[config.mk]
export PLATFORM = sky130hd
export DESIGN_NAME = serial_adder_ctrl
export DESIGN_NICKNAME = d
export VERILOG_FILES = /design/src/rtl/serial_adder_ctrl_pkg.sv /design/src/rtl/serial_adder_ctrl_fa.sv /design/src/rtl/serial_adder_ctrl.sv
export SDC_FILE = /design/constraint.sdc
export NUM_CORES = 1
export LEC_CHECK = 0
export CORE_MARGIN = 1
export CORE_UTILIZATION = 45
export DETAILED_ROUTE_END_ITERATION = 8
export GPL_TIMING_DRIVEN = 0
export PLACE_DENSITY = 0.83
export REMOVE_ABC_BUFFERS = 1
export SETUP_SLACK_MARGIN = 0.3
export SLEW_MARGIN = 10
export SYNTH_ARGS = -nofsm -noshare
export SYNTH_HDL_FRONTEND = slang
export SYNTH_SLANG_ARGS = --single-unit
[constraint.sdc]
create_clock -name clk -period 1.61 [get_ports clk]
set_input_delay 0.322 -clock clk [delete_from_list [all_inputs] [get_ports clk]]
set_output_delay 0.322 -clock clk [all_outputs]
set_load 0.01 [all_outputs]
[src/rtl/serial_adder_ctrl_pkg.sv]
// Shared constants for the bit-serial adder controller: FSM state codes and default width.
package serial_adder_ctrl_pkg;

  localparam int DEFAULT_WIDTH = 8;

  localparam logic [1:0] ST_IDLE = 2'd0;
  localparam logic [1:0] ST_RUN  = 2'd1;
  localparam logic [1:0] ST_DONE = 2'd2;

endpackage

[src/rtl/serial_adder_ctrl_fa.sv]
// Combinational 1-bit full-adder cell, time-shared by the serial adder controller.
module full_adder_cell (
  input  logic a,
  input  logic b,
  input  logic c_in,
  output logic sum,
  output logic carry
);

  assign sum   = a ^ b ^ c_in;
  assign carry = (a & b) | (a & c_in) | (b & c_in);

endmodule

[src/rtl/serial_adder_ctrl.sv]
// Bit-serial adder controller: one full-adder cell swept LSB-first over WIDTH cycles.
// Optional subtract mode (port sub) is enabled by defining SERIAL_ADDER_SUB_EN.
module serial_adder_ctrl
  import serial_adder_ctrl_pkg::*;
#(
  parameter int WIDTH = DEFAULT_WIDTH
) (
  input  logic             clk,
  input  logic             rst_n,
  input  logic             in_valid,
  output logic             in_ready,
  input  logic [WIDTH-1:0] a,
  input  logic [WIDTH-1:0] b,
  input  logic             c_in,
`ifdef SERIAL_ADDER_SUB_EN
  input  logic             sub,
`endif
  output logic             out_valid,
  input  logic             out_ready,
  output logic [WIDTH-1:0] sum,
  output logic             c_out,
  output logic             busy
);

  localparam int CNT_W = $clog2(WIDTH + 1);

  logic [1:0]       state;
  logic [WIDTH-1:0] a_sr;
  logic [WIDTH-1:0] b_sr;
  logic [WIDTH-1:0] sum_sr;
  logic             carry;
  logic [CNT_W-1:0] cnt;
  logic             fa_s;
  logic             fa_co;
  logic [WIDTH-1:0] s_msb;
  logic [WIDTH-1:0] b_load;
  logic             carry_load;

  full_adder_cell u_cell (
    .a     (a_sr[0]),
    .b     (b_sr[0]),
    .c_in  (carry),
    .sum   (fa_s),
    .carry (fa_co)
  );

  // New sum bit placed at the MSB so that after WIDTH shifts bit 0 lands at the LSB.
  always_comb begin
    s_msb            = '0;
    s_msb[WIDTH-1]   = fa_s;
  end

  // Subtraction is a + ~b + 1, so only the loaded B and initial carry differ.
  always_comb begin
    b_load     = b;
    carry_load = c_in;
`ifdef SERIAL_ADDER_SUB_EN
    if (sub) begin
      b_load     = ~b;
      carry_load = 1'b1;
    end
`endif
  end

  always_ff @(posedge clk) begin
    if (!rst_n) begin
      state  <= ST_IDLE;
      a_sr   <= '0;
      b_sr   <= '0;
      sum_sr <= '0;
      carry  <= 1'b0;
      cnt    <= '0;
    end else begin
      case (state)
        ST_IDLE: begin
          if (in_valid) begin
            a_sr  <= a;
            b_sr  <= b_load;
            carry <= carry_load;
            cnt   <= '0;
            state <= ST_RUN;
          end
        end
        ST_RUN: begin
          sum_sr <= (sum_sr >> 1) | s_msb;
          a_sr   <= a_sr >> 1;
          b_sr   <= b_sr >> 1;
          carry  <= fa_co;
          cnt    <= cnt + CNT_W'(1);
          if (cnt == CNT_W'(WIDTH - 1)) begin
            state <= ST_DONE;
          end
        end
        ST_DONE: begin
          if (out_ready) begin
            state <= ST_IDLE;
          end
        end
        default: state <= ST_IDLE;
      endcase
    end
  end

  assign in_ready  = (state == ST_IDLE);
  assign out_valid = (state == ST_DONE);
  assign busy      = (state == ST_RUN) || (state == ST_DONE);
  assign sum       = sum_sr;
  assign c_out     = carry;

endmodule

; ---- Word-level counts from Yosys, hierarchy flattened
; Cells that the tools add are included.
; W data, S select, Z words.
[word_totals]
register_bits = 31
input_bits = 21
wordCells = 38
[classes]
addsub = 1
eq_ne = 6
muxes = 12
bitwise = 8
n_reduce_logical = 5
[ops]
columns = cell, n
row1 = $pmux W8 S2, 2
row2 = $mux W8, 2
row3 = $or A7 B8 Y8, 1
row4 = $pmux W4 S2, 1
row5 = $mux W2, 3
row6 = $pmux W2 S3, 1
row7 = $add A4 B1 Y4 const B, 1
row8 = $eq A4 B3 Y1 const B, 1
row9 = $mux W4, 1
row10 = $ne A2 B2 Y1 const B, 2
row11 = $and A1 B1 Y1, 3
row12 = $reduce_and A3 Y1, 1
row13 = $eq A2 B1 Y1 const B, 1
row14 = $eq A2 B2 Y1 const B, 1
row15 = $logic_not A2 Y1, 1
row16 = $ne A2 B1 Y1 const B, 1
row17 = $or A1 B1 Y1, 2
row18 = $pmux W1 S2, 1
row19 = $reduce_and A2 Y1, 1
row20 = $reduce_bool A2 Y1, 1
row21 = $xor A1 B1 Y1, 2
row22 = $logic_or A1 B1 Y1, 1
row23 = $mux W1, 1

; ---- Depth between registers and ports, before layout
[depth]
word_depth = 4
ltp_mapped = 7
ltp_nobuf = 5

; ---- Cells and area by module
; A second synthesis with hierarchy kept.
[hier_totals]
cells_unflattened = 143
hier_area_um2 = 1490.2
[by_module_without_submodules]
columns = mod, n_inst, cells_each, area_per_inst_um2, seq_area_each_um2
row1 = serial_adder_ctrl, 1, 142, 1470.2, 620.6
row2 = full_adder_cell, 1, 1, 20.0, 0.0

; ---- Least setup slack after synthesis
; No wires, ideal clock.
[synth_timing]
path_type = flip-flop to flip-flop
startpoint = reg state[0]
endpoint = reg a_sr[0]
setup_time_ps = 116
arrival_time_ps = 1400
required_time_ps = 1494
setup_slack_ps = 94
path_stages_with_launch = 6
n_path_buf = 1
path_cell_list = dfxtp_1 inv_1 ha_1 mux2_4 buf_6 o211a_1
[synth_between]
elab_chain_cells = 3
word_cells_on_any_way = 6
[synth_lines]
columns = element, line_no
row1 = start: declaration, serial_adder_ctrl.sv:27  ; logic [1:0] state;
row2 = start signal: assignment, serial_adder_ctrl.sv:67  ; state <= ST_IDLE;
row3 = start signal: assignment, serial_adder_ctrl.sv:81  ; state <= ST_RUN;
row4 = start signal: assignment, serial_adder_ctrl.sv:91  ; state <= ST_DONE;
row5 = $logic_not A2 Y1 (*), --
row6 = net in_ready, serial_adder_ctrl.sv:11  ; output logic in_ready,
row7 = $ne A2 B2 Y1 (no line) / $reduce_bool A2 Y1 (equally long branches), --
row8 = $reduce_and A2 Y1 (no line), --
row9 = end signal: assignment, serial_adder_ctrl.sv:86  ; a_sr <= a_sr >> 1;
row10 = end: declaration, serial_adder_ctrl.sv:28  ; logic [WIDTH-1:0] a_sr;
; The timed path passes the listed nets; every way through them passes the cells marked *.
; A chain may end at the register's enable or synchronous reset.

; ---- Worst setup path after layout
[layout_timing]
startpoint = reg state[0]
endpoint = reg a_sr[7]
[layout_between]
elab_chain_cells = 3
word_cells_on_any_way = 6
[layout_lines]
columns = element, line_no
row1 = $eq A2 B1 Y1 / $logic_not A2 Y1 (equally long branches), serial_adder_ctrl.sv:74  ; case (state)
row2 = $reduce_bool A2 Y1 (no line) / $ne A2 B2 Y1 (equally long branches), --
row3 = $reduce_and A2 Y1 (no line), --
; Parallel ways exist; a longest one is shown, timed or not.

==> impl_metrics.toml <==
[routing]
drtIter0Drc = 40
drc = 0
wl_mm = 3.64
wl_per_cell_um = 15.3
firstDrtPassIters = 6
num_vias = 1257
drtAntennaViolNets = 0
viasPerCell = 5.28

[setup_path]
cp-end-kind = "flip-flop"
required_ns = 1.83
crit_slowest_cell = "dfxtp_4"
slowest_delay_ns = 0.39
worstSetupStartpointType = "flip-flop"
crit_path_cell_trace = "inv_4 -> ha_4 -> buf_12 -> buf_6 -> mux2_4 -> nand3b_1 -> a21boi_2"
critical_path_arrival_ns = 1.71
cp_max_fo = 7
critical_path_class = "reg2reg"

[finish]
nets = 220
drive_gt1_share_pct = 28.4
antennaDiodeCount = 0
fillers = 249
fin_util_pct = 71.1
area.growth.synth_to_final_pct = 48.1
postLayoutCellArea_um2 = 2210

[logic_synthesis]
synthTopCellsByCount = "dfxtp_1, mux2i_1, nand2_1"
yosysWarnings = 0
synth.top_cell.area_share_pct = 41.6
avgSynthCellArea_um2 = 10.4
synth-edff-count = 0
synth_cell_types = 23
synth_cells = 143
async_reset_ff_share_pct = 0
yosysSeqAreaShare_pct = 41.6
yosysTopAreaCell = "dfxtp_1"
synth_ff_type = "dfxtp_1"
syn_area_um2 = 1490
synth.area.top_cells = "dfxtp_1, mux2i_1, o211a_1, nand2_1, ha_1"
ys_ff_latch = 31
yosysMostFrequentCell = "dfxtp_1"

[outcome]
outcome = "finished, final reports clean"

[clock_tree]
cts_buffer_depth = 2
path_clk_slew_ns = 0.09
tritoncts = "done"
cts-buffers-inserted = 5
insertion_delay_ns = 0.33
cts_root_buffer = "clkbuf_4"
cts_sinks = 31
cts_max_level = 2

[grt]
antenna_found_initial = 0
grt_pass1_vias = 1221
grtUsageTotal_pct = 22.2
grt.overflow.total = 0
grt_max_degree = 34
grt_pass1_wl_mm = 5.64

[min_path]
hold_class = "reg2reg"

[floorplan]
die_w_um = 59.5
fp.dieH_um = 59.5
initial_core_util_pct = 48.0
core_area_um2 = 3100
die-area_um2 = 3550
io-pin-count = 33
fp-row-count = 20

[timing]
maxSlewViolCount = 0
tightestPinTransition_ns = 1.02
max_freq_ghz = 0.670
skew_ns = 0.00332
period_share_pct = 92.7
finalWorstSetupSlack_ns = 0.117
final-hold-violation-count = 0
setup_viol = 0
slew_headroom_pct = 32.2
min_period_ns = 1.49
rsz0062_at_grt = "yes"

[place]
place.gp.congestion = 0.649
dp_slack_ns = -0.530
hpwl_mm = 1.83
io_buffers = 32
post_dp_cell_area_um2 = 1800

[power]
p_per_area_nw_per_um2 = 1590
power.leakage_uw = 0.00101
vdd.ir_drop.worst_v = 0.000678

[run]
drv_cap = 0
-- layout make-up --
type                       count  area, um^2  area share [%]
inverter                       4        20.0           0.907
timing repair buffer          48         494            22.4
sequential                    31         633            28.7
clock buffer                   8        68.8            3.12
multi-input combinational    103         936            42.4
tap                           44        55.1            2.49
-- cell usage in the layout, fill, tap and decap left out --
| cell | count |
|---|---|
| and3_1 | 1 |
| clkbuf_1 | 1 |
| clkdlybuf4s15_1 | 4 |
| nand2_1 | 20 |
| nand2b_1 | 1 |
| buf_6 | 6 |
| nand3b_1 | 4 |
| clkbuf_4 | 5 |
| mux2i_2 | 1 |
| dfxtp_4 | 2 |
| buf_12 | 5 |
| dfxtp_1 | 25 |
| dlygate4sd2_1 | 3 |
| a32oi_1 | 1 |
| nand4b_1 | 2 |
| ha_4 | 3 |
| nor2b_1 | 10 |
| mux2_4 | 6 |
| mux2i_4 | 1 |
| nand2_2 | 3 |
| clkbuf_8 | 2 |
| clkdlybuf4s50_1 | 18 |
| a21boi_2 | 1 |
| inv_1 | 1 |
| fa_1 | 1 |
| clkinv_1 | 1 |
| a222oi_1 | 1 |
| clkbuf_2 | 4 |
| inv_4 | 2 |
| a21boi_1 | 4 |
| a2bb2oi_2 | 1 |
| ha_2 | 1 |
| o21ai_1 | 1 |
| dfxtp_2 | 4 |
| mux2i_1 | 24 |
| ha_1 | 1 |
| buf_4 | 8 |
| o211a_1 | 15 |
-- kinds of logic after synthesis --
family                     synth area share, %
muxes                                     18.5
and+or+nand+nor                           14.0
buffers and inverters                     5.54
adders and majority gates                 5.54
AOI/OAI and AO/OA                         14.8
DFF                                       41.6
-- metrics by stage --
stage / hold slack, ns / total power [uW] / cells / TNS [ns]
after floorplan: 0.430 / 1860 / 133 / -15.14
after global placement: 0.441 / 2130 / 209 / -25.20
after detailed placement: 0.445 / 2190 / 209 / -11.58
after CTS: 0.468 / 3390 / 236 / 0
after global routing: 0.492 / 3720 / 238 / 0
final: 0.469 / 3510 / 238 / 0
-- flip-flops by register name (all words and copies together), names as in the netlist --
register / count
state: 2
sum: 8
cnt: 4
b_sr: 8
c_out: 1
a_sr: 8
-- per-layer routing --
metal,GRT usage (%),share of wire (%),vias to the layer above
met5,0,0,-
met4,3.99,0.47,0
met3,6.77,5.8,2
met2,41.3,52,37
met1,24.9,42,600
li1,-,-,618
-- what timing repair did --
item	4_1_cts	5_1_grt
gates resized for setup	52	25
cloned	5	0
hold buffers	0	0
endpoints found under the setup margin	43	40
pin swaps	6	6
setup buffers	14	2
-- worst max-delay path, delay by kind of cell (launching register included) --
kind | cells | cell delay, ns
DFF | 1 | 0.39
muxes | 1 | 0.34
buffers and inverters | 3 | 0.31
and+or+nand+nor | 1 | 0.12
adders and majority gates | 1 | 0.17
AOI/OAI and AO/OA | 1 | 0.06
-- path summary, 6_finish.rpt --
check	from	endpoint	slack, ns	depth (start not counted)
worst max-delay path	state[0]	a_sr[7]	0.12	7
worst min-delay path	b_sr[7]	b_sr[7]	0.47	2
worst max register to register	state[0]	a_sr[7]	0.12	7
worst min register to register	b_sr[7]	b_sr[7]	0.47	2
-- power breakdown --
group / total [uW] / internal [uW] / switching, uW
Clock: 514 / 257 / 257
Combinational: 1890 / 1080 / 809
Sequential: 1110 / 976 / 133
Total: 3510 / 2310 / 1200
Note: power is estimated with default switching activity, not from simulation.
